==> config.mk <==
export PLATFORM = sky130hd
export DESIGN_NAME = alu_sequencer
export DESIGN_NICKNAME = d
export VERILOG_FILES = /design/src/rtl/alu_sequencer.sv
export SDC_FILE = /design/constraint.sdc
export NUM_CORES = 1
export LEC_CHECK = 0
export CORE_AREA = 8 8 252 254
export CTS_BUF_LIST = sky130_fd_sc_hd__clkbuf_4 sky130_fd_sc_hd__clkbuf_8
export DETAILED_ROUTE_END_ITERATION = 8
export DIE_AREA = 0 0 260 262
export GPL_ROUTABILITY_DRIVEN = 1
export GPL_TIMING_DRIVEN = 0
export PLACE_DENSITY = 0.67
export SLEW_MARGIN = 5
export SYNTH_ARGS = -nofsm -noshare
export SYNTH_HDL_FRONTEND = slang
export SYNTH_SLANG_ARGS = --single-unit
==> constraint.sdc <==
create_clock -name clk -period 4.45 [get_ports clk]
set_input_delay 0.445 -clock clk [delete_from_list [all_inputs] [get_ports clk]]
set_output_delay 0.445 -clock clk [all_outputs]
set_load 0.03 [all_outputs]
==> src/rtl/alu_sequencer.sv <==
// alu_sequencer: loads two 5x5 byte matrices from memory, runs an
// external ALU on them and writes the 5x5 result back to memory.
//
// Ports:
//   clk, rst            clock, synchronous active-high reset
//   start, op, scalar   one-cycle command, opcode and scalar factor
//   busy, done          not-idle flag, one-cycle completion pulse
//   err, ovf            invalid-opcode flag, captured ALU overflow
//   mem_*               byte memory port (1-cycle read latency)
//   alu_A/B_flat, alu_f, alu_opcode   ALU operands
//   alu_C_flat, alu_ovf               ALU result
module alu_sequencer #(
  parameter int unsigned SETTLE_CYCLES = 2
) (
  input  logic         clk,
  input  logic         rst,
  input  logic         start,
  input  logic [2:0]   op,
  input  logic [7:0]   scalar,
  output logic         busy,
  output logic         done,
  output logic         err,
  output logic         ovf,
  output logic [6:0]   mem_addr,
  output logic         mem_rd,
  output logic         mem_wr,
  output logic [7:0]   mem_wdata,
  input  logic [7:0]   mem_rdata,
  output logic [199:0] alu_A_flat,
  output logic [199:0] alu_B_flat,
  output logic [7:0]   alu_f,
  output logic [2:0]   alu_opcode,
  input  logic [199:0] alu_C_flat,
  input  logic         alu_ovf
);

  typedef enum logic [2:0] {
    S_IDLE,
    S_LOAD_A,
    S_LOAD_B,
    S_EXEC,
    S_CAPTURE,
    S_STORE,
    S_DONE
  } state_e;

  localparam logic [4:0] SETTLE_LAST =
    5'(SETTLE_CYCLES - 1);
  localparam logic [4:0] LOAD_LAST  = 5'd25;
  localparam logic [4:0] ELEM_LAST  = 5'd24;
  localparam logic [6:0] B_BASE     = 7'd32;
  localparam logic [6:0] C_BASE     = 7'd64;

  state_e state_q, state_d;
  logic [4:0] cnt_q, cnt_d;
  logic [2:0] op_q, op_d;
  logic [7:0] scalar_q, scalar_d;
  logic err_q, err_d;
  logic ovf_q, ovf_d;

  logic [24:0][7:0] a_q, a_d;
  logic [24:0][7:0] b_q, b_d;
  logic [24:0][7:0] res_q, res_d;

  logic       op_valid;
  logic       op_binary;
  logic [4:0] elem;
  logic       rd_slot;

  assign op_valid  = (op != 3'd0) && (op != 3'd7);

  always_comb begin
    op_binary = 1'b0;
    unique case (1'b1)
      (op_q == 3'd1): op_binary = 1'b1;
      (op_q == 3'd2): op_binary = 1'b1;
      (op_q == 3'd3): op_binary = 1'b1;
      default:        op_binary = 1'b0;
    endcase
  end

  // Load data returns one cycle after its read, so the element being
  // written trails the read counter by one.
  assign elem    = cnt_q - 5'd1;
  assign rd_slot = (cnt_q <= ELEM_LAST);

  assign busy       = (state_q != S_IDLE);
  assign done       = (state_q == S_DONE);
  assign err        = err_q;
  assign ovf        = ovf_q;
  assign alu_A_flat = a_q;
  assign alu_B_flat = b_q;

  always_comb begin
    state_d    = state_q;
    cnt_d      = cnt_q;
    op_d       = op_q;
    scalar_d   = scalar_q;
    err_d      = err_q;
    ovf_d      = ovf_q;
    a_d        = a_q;
    b_d        = b_q;
    res_d      = res_q;
    mem_addr   = 7'd0;
    mem_rd     = 1'b0;
    mem_wr     = 1'b0;
    mem_wdata  = 8'd0;
    alu_f      = 8'd0;
    alu_opcode = 3'd0;

    unique case (state_q)
      S_IDLE: begin
        if (start) begin
          err_d = !op_valid;
          ovf_d = 1'b0;
          cnt_d = 5'd0;
          if (op_valid) begin
            op_d     = op;
            scalar_d = scalar;
            state_d  = S_LOAD_A;
          end else begin
            state_d  = S_DONE;
          end
        end
      end

      S_LOAD_A: begin
        if (rd_slot) begin
          mem_rd   = 1'b1;
          mem_addr = {2'b00, cnt_q};
        end
        if (cnt_q != 5'd0) begin
          a_d[elem] = mem_rdata;
        end
        if (cnt_q == LOAD_LAST) begin
          cnt_d   = 5'd0;
          state_d = op_binary ? S_LOAD_B : S_EXEC;
        end else begin
          cnt_d = cnt_q + 5'd1;
        end
      end

      S_LOAD_B: begin
        if (rd_slot) begin
          mem_rd   = 1'b1;
          mem_addr = B_BASE + {2'b00, cnt_q};
        end
        if (cnt_q != 5'd0) begin
          b_d[elem] = mem_rdata;
        end
        if (cnt_q == LOAD_LAST) begin
          cnt_d   = 5'd0;
          state_d = S_EXEC;
        end else begin
          cnt_d = cnt_q + 5'd1;
        end
      end

      S_EXEC: begin
        alu_opcode = op_q;
        alu_f      = scalar_q;
        if (cnt_q == SETTLE_LAST) begin
          cnt_d   = 5'd0;
          state_d = S_CAPTURE;
        end else begin
          cnt_d = cnt_q + 5'd1;
        end
      end

      // Opcode stays applied so the ALU output is still
      // stable while it is registered.
      S_CAPTURE: begin
        alu_opcode = op_q;
        alu_f      = scalar_q;
        res_d      = alu_C_flat;
        ovf_d      = alu_ovf;
        cnt_d      = 5'd0;
        state_d    = S_STORE;
      end

      S_STORE: begin
        mem_wr    = 1'b1;
        mem_addr  = C_BASE + {2'b00, cnt_q};
        mem_wdata = res_q[cnt_q];
        if (cnt_q == ELEM_LAST) begin
          cnt_d   = 5'd0;
          state_d = S_DONE;
        end else begin
          cnt_d = cnt_q + 5'd1;
        end
      end

      S_DONE: begin
        state_d = S_IDLE;
      end

      default: begin
        state_d = S_IDLE;
      end
    endcase
  end

  always_ff @(posedge clk) begin
    if (rst) begin
      state_q  <= S_IDLE;
      cnt_q    <= 5'd0;
      op_q     <= 3'd0;
      scalar_q <= 8'd0;
      err_q    <= 1'b0;
      ovf_q    <= 1'b0;
      a_q      <= '0;
      b_q      <= '0;
      res_q    <= '0;
    end else begin
      state_q  <= state_d;
      cnt_q    <= cnt_d;
      op_q     <= op_d;
      scalar_q <= scalar_d;
      err_q    <= err_d;
      ovf_q    <= ovf_d;
      a_q      <= a_d;
      b_q      <= b_d;
      res_q    <= res_d;
    end
  end

endmodule

# [Yosys cells after proc, flatten, opt, wreduce, memory -nomap -nowiden]
# Cells that the tools add are included.
[totals] output_inout_bits=432 inputBits=223 ff_bits=621 word_cells=157
[op_classes] order_cmp=4 addsub=4 muxes=31 n_eq_ne=18 reduce_logical=19
[op_table] op="200-bit bitwise mux" n=2
[op_table] op="8-bit binary-select mux with 5-bit select" n=1
[op_table] op="8-bit demux with 5-bit select" n=1
[op_table] op="8-bit 2-to-1 mux" n=4
[op_table] op="5-bit 2-to-1 mux" n=5
[op_table] op="5-bit one-hot mux with 5 select lines" n=1
[op_table] op="3-bit 2-to-1 mux" n=7
[op_table] op="7-bit one-hot mux with 3 select lines" n=1
[op_table] op="3-bit one-hot mux with 6 select lines" n=1
[op_table] op="3-bit by 2-bit == test with 1-bit output (second input constant)" n=4
[op_table] op="5-bit by 6-bit < comparator with 1-bit output (second input constant)" n=2
[op_table] op="5-bit == test (second input constant)" n=2
[op_table] op="2-bit != test (second input constant)" n=5
[op_table] op="2-bit AND reduction" n=5
[op_table] op="5-bit nonzero test" n=2
[op_table] op="3-bit == test (second input constant)" n=3
[op_table] op="6-bit by 5-bit adder with 7-bit output (first input constant)" n=1
[op_table] op="7-bit by 5-bit adder with 7-bit output (first input constant)" n=1
[op_table] op="7-bit 2-to-1 mux" n=1
[op_table] op="3-bit by 1-bit == test with 1-bit output (second input constant)" n=2
[op_table] op="1-bit 2-to-1 mux" n=6
[op_table] op="3-bit nonzero test" n=2
[op_table] op="5-bit by 1-bit adder with 5-bit output (second input constant)" n=1
[op_table] op="5-bit by 1-bit == test with 1-bit output (second input constant)" n=1
[op_table] op="other kinds (13)" n=15

# [Longest topological paths before layout]
# Gate-level depths: netlist of run 1.
[depth] depth_word=6 depth_mapped=14

# [Worst setup path before layout of run 1]
# No wires, ideal clock.
[synth_timing] path_type="register to register" startpoint="register cnt_q[0]" endpoint="register a_q, in the netlist alu_A_flat[33]" setup_ps=128 setup_slack_ps=1227 arrival_ps=3096 path_buffers=7 stages_incl_launch_ff=15 period_less_slack_ps=3223 required_ps=4322 cell_sequence="dfxtp_1 -> buf_2 -> buf_4 -> buf_4 -> buf_2 -> inv_1 -> ha_1 -> buf_2 -> or4b_1 -> buf_4 -> clkbuf_2 -> nand3_1 -> nor3_4 -> mux2i_1 -> nor2_1"
[synth_between] elab_chain_len=6 word_cells_on_any_way=9 cone_classes="1 x add/sub; 2 x order compare; 3 x mux; 3 x reduce/logical"
[synth_lines] item="start, declared" line_no="55" text="logic [4:0] cnt_q, cnt_d;"
[synth_lines] item="start signal, assigned" line_no="216" text="cnt_q <= cnt_d;"
[synth_lines] item="5-bit by 1-bit subtractor with 5-bit output" line_no="84" text="assign elem = cnt_q - 5'd1;"
[synth_lines] item="5-bit by 6-bit < comparator with 1-bit output (implied by the code) / 5-bit by 1-bit greater-or-equal comparator with 1-bit output (equally long branches)" line_no="133" text="a_d[elem] = mem_rdata;"
[synth_lines] item="1-bit logical AND (implied by the code)" line_no="133"
[synth_lines] item="8-bit 2-to-1 mux (implied by the code)" line_no="133"
[synth_lines] item="8-bit demux with 5-bit select" line_no="133"
[synth_lines] item="200-bit bitwise mux" line_no="133"
[synth_lines] item="end signal, assigned" line_no="211" text="a_q <= '0;"
[synth_lines] item="end signal, assigned" line_no="221" text="a_q <= a_d;"
[synth_lines] item="end, declared" line_no="61" text="logic [24:0][7:0] a_q, a_d;"
# Parallel ways exist; a longest one is shown, timed or not.
# A chain may end at the register's enable or synchronous reset.

# [Worst setup path in the final report of run 1]
[layout_timing] startpoint="register cnt_q[1]" endpoint="output port mem_wdata[6]"
[layout_between] elab_chain_len=3
[layout_lines] item="8-bit binary-select mux with 5-bit select" line_no="184" text="mem_wdata = res_q[cnt_q];"
[layout_lines] item="8-bit 2-to-1 mux (implied by the code)" line_no="184"
[layout_lines] item="8-bit 2-to-1 mux" line_no="111" text="unique case (state_q)"
[layout_lines] item="end, declared" line_no="27" text="output logic [7:0] mem_wdata,"
# No other way between the ends. The select of a mux whose other input is x is not followed.

==> results of run 1 <==
-- where the power goes --
| part | total (mW) | switching, mW | leakage, nW | internal (mW) |
|---|---|---|---|---|
| sequential | 5.89 | 0.121 | 5.01 | 5.77 |
| combinational | 2.50 | 1.61 | 6.17 | 0.898 |
| clock | 5.36 | 2.32 | 1.18 | 3.04 |
-- state kept, by name, indices dropped and copies added (netlist names) --
name	count
cnt_q	5
err	1
res_q	200
ovf	1
state_q	3
alu_A_flat	200
op_q	3
scalar_q	8
alu_B_flat	200
-- tightest hold or removal path, delay by kind of cell --
kind                   cells  cell delay, ps
and+or+nand+nor            1             130
buffers and inverters      1             220
AOI/OAI and AO/OA          1              60
-- final cells by class --
cell class                      instances  area [µm²]
Fill cell                            5182       24800
Sequential cell                       621       12400
Multi-Input combinational cell       1843       11700
Timing Repair Buffer                  645        6460
Clock buffer                          162        2020
Tap cell                              782         978
Buffer                                233         975
Clock inverter                         20         189
Inverter                                8        30.0
Antenna cell                            2        5.00
-- what timing repair did --
action	CTS	global route
gates cloned	0	0
gates resized for setup	19	4
endpoints found under the hold margin	0	0
pin swaps	0	0
setup endpoints to repair	14	10
-- through the flow --
step	instance area [µm²]	instances	setup slack (ps)	power, mW	utilization
2_1_floorplan	25000	2707	1230	7.54	-
3_3_place_gp	32500	4134	125	8.43	0.545
3_5_place_dp	32500	4134	35.2	8.47	0.545
4_1_cts	34800	4316	31.4	13.8	0.583
5_1_grt	34800	4316	10.7	14.3	0.584
6_report	34800	4316	212	13.8	0.584
-- synthesized netlist by cell type, types with 6 or more instances --
cell type  count
dfxtp_1      621
nand2_1      455
mux2i_1      336
a21oi_1      286
nor2_1       240
clkbuf_1     183
o21ai_0      105
nand2b_1      92
nand3_1       82
nand3b_1      43
buf_2         36
mux4_2        34
and2_1        19
o221ai_1      15
nor3_4        14
buf_4         10
and3_1         9
o21ai_1        9
a221oi_1       8
nor2b_1        8
a211oi_4       7
nand2_2        7
ha_1           6
inv_1          6
nor3b_1        6
-- metal layers --
| layer | up-vias | track usage | routed length, µm |
|---|---|---|---|
| met1 | 11100 | 0.314 | 37800 |
| met2 | 1026 | 0.493 | 49800 |
| met5 | - | 0 | 13 |
| met3 | 194 | 0.0673 | 7700 |
| li1 | 10700 | - | - |
| met4 | 2 | 0.127 | 4180 |
-- logic make-up (layout without fill, tap and decap cells) --
kind of cell,Yosys count,after routing,share of synthesized area
muxes,370,370,0.165
other,0,2,0
DFF,621,621,0.496
AOI/OAI and AO/OA,461,461,0.107
buffers and inverters,243,1068,0.0401
xor gates and xnor gates,2,2,0.000700
and+or+nand+nor,1004,1004,0.188
adders and majority gates,6,6,0.00300
-- how the worst max path moves through the flow --
stage / end
2_1_floorplan: alu_A_flat[33]
3_3_place_gp: alu_A_flat[39]
3_5_place_dp: alu_A_flat[39]
4_1_cts: mem_wdata[1]
5_1_grt: mem_wdata[6]
6_report: mem_wdata[6]
==> flow_metrics.py, run 1 <==
metrics = {
    "outcome": {
        "outcome": "completed",
    },
    "critical_path": {
        "r2r_slack_ps": 430,
        "critPathLaunch": "cnt_q[1]",
        "rr_endpoint": "alu_A_flat[39]",
        "cp_slowest_cell": "clkdlybuf4s50_1",
        "cpMostUsedCell": "clkbuf_1",
        "critical_path_class": "reg2out",
        "path_max_fanout": 10,
        "reg2reg_depth": 13,
        "path_cells": "buf_4 > inv_2 > or3_1 > clkbuf_1 > clkbuf_1 > o221ai_1 > a21oi_1 > a221oi_1 > clkdlybuf4s50_1",
        "path_delay_family": "buffers and inverters",
        "reg2reg_from": "cnt_q[0]",
        "max_stage_delay_ps": 800,
        "cp.depth": 9,
        "crit_buf_inv": 5,
        "worstPathRequired_ps": 4010,
        "end_kind": "output pin",
        "critical_path.startpoint_type": "flip-flop",
        "worstPathArrival_ps": 3790,
    },
    "cts": {
        "clk_latency_ps": 690,
        "cts_sinks": 621,
        "post_cts_buffers": 0,
        "postCtsHoldBufs": 0,
        "path_clk_slew_ps": 60,
        "cts_buffers": 102,
        "cts_tree": "built",
        "cts_htree_levels": 3,
        "clockBufferDepth": 3,
        "cts-root-buf": "clkbuf_8",
    },
    "die": {
        "ios": 655,
        "dieArea_um2": 68100,
        "row_count": 90,
        "core-area_um2": 59600,
        "start_util": 0.420,
        "die_w_um": 260,
        "die_h_um": 262,
    },
    "layout": {
        "final_nets": 3683,
        "drive_gt1_frac": 0.0909,
        "area_delta_synth_final_pct": 38.8,
        "layout_common_cells": "clkdlybuf4s50_1, dfxtp_1, nand2_1",
        "final_common_cell": "clkdlybuf4s50_1",
    },
    "grt": {
        "gr-total-overflow": 0,
        "track_usage": 0.278,
        "antenna_found_initial": 4,
        "grt_first_pass_wirelength_um": 145000,
        "grt_max_degree": 14,
        "grt_pass1_vias": 23000,
    },
    "yosys": {
        "synth_edf_count": 0,
        "synth.distinct_cells": 68,
        "synth_cells": 2707,
        "ys_seq_elements": 621,
        "ys.warnings.count": 0,
        "avgSynthCellArea_um2": 9.25,
        "syn-num-nets": 2936,
        "syn_area_um2": 25000,
        "ys.flop_type": "dfxtp_1",
        "yosys.area.top_type": "dfxtp_1",
        "synth.yosys.seq_area_share": 0.496,
        "synth_area_leaders": "dfxtp_1, mux2i_1, nand2_1",
        "async_reset_ff_frac": 0,
        "synth_top_area_share": 0.496,
    },
    "run": {
        "maxCapViolCount": 0,
    },
    "hold_path": {
        "min_to": "alu_B_flat[127]",
        "hold_class": "in2reg",
        "holdPathStages": 3,
        "min-delay-start": "mem_rdata[7]",
    },
    "sta": {
        "worstMarginPinSlew_ps": 1060,
        "fin_crit_ps": 4240,
        "clock.fmax_mhz": 236,
        "hold_viol_final": 0,
        "hold_ws_ps": 222,
        "slew_viol_final": 0,
        "maxSlewHeadroom": 0.290,
        "finalSetupTns_ps": 0,
        "rsz0062_at_grt": "false",
        "skew_ps": 28.8,
        "fin_crit_sh": 0.952,
        "setup_viol": 0,
    },
    "route": {
        "firstDrtPassIters": 5,
        "drt_iter0_markers": 1695,
        "ant_nets": 0,
        "avgViaCountPerCell": 5.33,
        "finalWirelength_um": 99500,
        "drcViolationCount": 0,
        "vias": 23000,
        "routedWlPerCell_um": 23.1,
    },
    "power_and_ir_drop": {
        "peakVddDrop_v": 0.000205,
        "p_per_area_nw_per_um2": 396,
        "p_leak_nw": 12.4,
    },
    "place": {
        "place_congestion": 0.920,
        "dp.final_hpwl_um": 77900,
        "port_buffers": 645,
    },
}
No activity file was read; power rests on OpenSTA's default activity.
==> run 2, diff against run 1 <==
--- a/config.mk
+++ b/config.mk
@@ -5,13 +5,13 @@
 export SDC_FILE = /design/constraint.sdc
 export NUM_CORES = 1
 export LEC_CHECK = 0
-export CORE_AREA = 8 8 252 254
+export CORE_AREA = 2 2 253 255
 export CTS_BUF_LIST = sky130_fd_sc_hd__clkbuf_4 sky130_fd_sc_hd__clkbuf_8
 export DETAILED_ROUTE_END_ITERATION = 8
-export DIE_AREA = 0 0 260 262
+export DIE_AREA = 0 0 255 257
 export GPL_ROUTABILITY_DRIVEN = 1
 export GPL_TIMING_DRIVEN = 0
-export PLACE_DENSITY = 0.67
+export PLACE_DENSITY = 0.64
 export SLEW_MARGIN = 5
 export SYNTH_ARGS = -nofsm -noshare
 export SYNTH_HDL_FRONTEND = slang
==> run 2 against run 1 <==
Count of clock-buffer cells in the layout decreased by 1. Combinational power about the same. Sequential power about the same. Sequential share of layout area down 0.071 points. Via count is 0.56% lower. First-iteration DRC count is 6.2% lower. Non-clock buffer count up 1.
==> flow_metrics.py, run 2 (same netlist as run 1, synthesis figures left out) <==
metrics = {
    "hold_path": {
        "hold_class": "in2reg",
        "holdPathStages": 3,
        "min_to": "alu_A_flat[127]",
        "min-delay-start": "mem_rdata[7]",
    },
    "power_and_ir_drop": {
        "p_leak_nw": 12.3,
        "peakVddDrop_v": 0.000210,
        "p_int_mw": 9.65,
        "sw_frac_of_total": 0.299,
        "p_per_area_nw_per_um2": 395,
        "pwr-share-clk": 0.388,
        "fin_total_pwr_mw": 13.8,
        "combPwrFrac": 0.184,
        "p_seq_frac": 0.428,
        "switchingPower_mw": 4.11,
    },
    "grt": {
        "grt_first_pass_wirelength_um": 142000,
        "antenna_found_initial": 1,
        "gr-total-overflow": 0,
        "grt_pass1_vias": 22800,
        "track_usage": 0.287,
        "grt_max_degree": 20,
    },
    "place": {
        "dp.final_hpwl_um": 75200,
        "place_congestion": 0.931,
        "port_buffers": 645,
    },
    "die": {
        "start_util": 0.399,
        "dieArea_um2": 65500,
        "row_count": 92,
        "ios": 655,
        "die_w_um": 255,
        "die_h_um": 257,
        "core-area_um2": 62700,
    },
    "route": {
        "avgViaCountPerCell": 5.23,
        "firstDrtPassIters": 7,
        "drt_iter0_markers": 1590,
        "routedWlPerCell_um": 22.1,
        "ant_nets": 0,
        "finalWirelength_um": 96800,
        "vias": 22900,
        "drcViolationCount": 0,
    },
    "cts": {
        "cts_htree_levels": 3,
        "cts-root-buf": "clkbuf_8",
        "cts_sinks": 621,
        "clk_latency_ps": 730,
        "cts_tree": "built",
        "path_clk_slew_ps": 70,
        "cts_buffers": 101,
        "clockBufferDepth": 3,
    },
    "critical_path": {
        "worstPathArrival_ps": 3840,
        "reg2reg_depth": 14,
        "end_kind": "output pin",
        "rr_endpoint": "alu_A_flat[36]",
        "critical_path_class": "reg2out",
        "reg2reg_from": "cnt_q[0]",
        "cpMostUsedCell": "clkbuf_1",
        "path_max_fanout": 10,
        "cp_slowest_cell": "clkdlybuf4s50_1",
        "path_cells": "buf_4 > inv_2 > or3_1 > clkbuf_1 > clkbuf_1 > o221ai_1 > a21oi_1 > a221oi_1 > clkdlybuf4s50_1",
        "path_delay_family": "buffers and inverters",
        "r2r_slack_ps": 310,
        "max_stage_delay_ps": 790,
        "worstPathRequired_ps": 4010,
        "crit_buf_inv": 5,
        "critical_path.startpoint_type": "flip-flop",
    },
    "layout": {
        "final_common_cell": "clkdlybuf4s50_1",
        "layout_common_cells": "clkdlybuf4s50_1, dfxtp_1, nand2_1",
        "final_nets": 3683,
        "fin_util": 0.555,
        "fillCellCount": 5616,
        "drive_gt1_frac": 0.0901,
        "diodes": 0,
        "area_delta_synth_final_pct": 39.1,
    },
    "sta": {
        "slew_viol_final": 0,
        "fin_crit_ps": 4280,
        "worstMarginPinSlew_ps": 996,
        "maxSlewHeadroom": 0.334,
        "clock.fmax_mhz": 233,
        "hold_viol_final": 0,
        "setup_viol": 0,
        "fin_crit_sh": 0.963,
        "rsz0062_at_grt": "false",
        "skew_ps": 32.0,
        "hold_ws_ps": 188,
        "finalSetupTns_ps": 0,
    },
    "run": {
        "maxCapViolCount": 0,
    },
    "outcome": {
        "outcome": "completed",
    },
}
[run 2: final cells by class]
class                   instances  area, µm²  share of cell area
flip-flops and latches        621      12400               0.357
multi-input cells            1843      11700               0.335
repair buffers                645       6450               0.185
clock buffers                 161       2030              0.0584
well taps                     846       1060              0.0304
plain buffers                 234        987              0.0283
clock inverters                18        161             0.00463
inverters                       8       30.0            0.000862
[run 2: metal layers]
layer  wire length (µm)  GRT usage  share of wire
met3               7660     0.0664          0.079
met1              36300      0.325           0.38
met5                 11          0        0.00011
met4               5170      0.150          0.053
met2              47600      0.498           0.49
[run 2: worst max-delay path by stage]
stage	from	slack, ps	end	depth (start not counted)
2_1_floorplan	cnt_q[0]	1230	alu_A_flat[33]	14
3_3_place_gp	cnt_q[0]	100	alu_A_flat[33]	14
3_5_place_dp	cnt_q[0]	20	alu_A_flat[36]	14
4_1_cts	cnt_q[0]	40	mem_addr[0]	12
5_1_grt	cnt_q[1]	2	mem_wdata[6]	9
6_report	cnt_q[1]	170	mem_wdata[6]	9
[run 2: worst reg2reg max path, delay by kind of cell (launching register included)]
family | cells | cell delay, ps
simple gates | 4 | 1530
fa+ha+maj | 1 | 210
mux | 1 | 260
buf+inv | 8 | 1630
flops | 1 | 390
[run 2: power by group through the flow]
stage / Clock [mW] / Combinational, mW / Sequential [mW]
final: 5.34 / 2.53 / 5.89
after global routing: 5.66 / 2.72 / 5.90
after CTS: 5.41 / 2.50 / 5.88
after detailed placement: 0 / 2.47 / 6.00
after global placement: 0 / 2.44 / 5.99
after floorplan: 0 / 1.54 / 6.01
[run 2: what timing repair did]
action	in CTS	in global routing
hold buffers	0	0
endpoints found under the setup margin	10	6
gates cloned	0	0
pin swaps	0	0
buffers inserted	0	0
gates resized for setup	18	4
[run 2: through the flow]
| step | worst slack, ps | cell area, µm² | cells |
|---|---|---|---|
| after floorplan | 1230 | 25000 | 2707 |
| after global placement | 98.8 | 32600 | 4198 |
| after detailed placement | 17.6 | 32600 | 4198 |
| after CTS | 35.2 | 34800 | 4376 |
| after global routing | 1.56 | 34800 | 4376 |
| final | 165 | 34800 | 4376 |
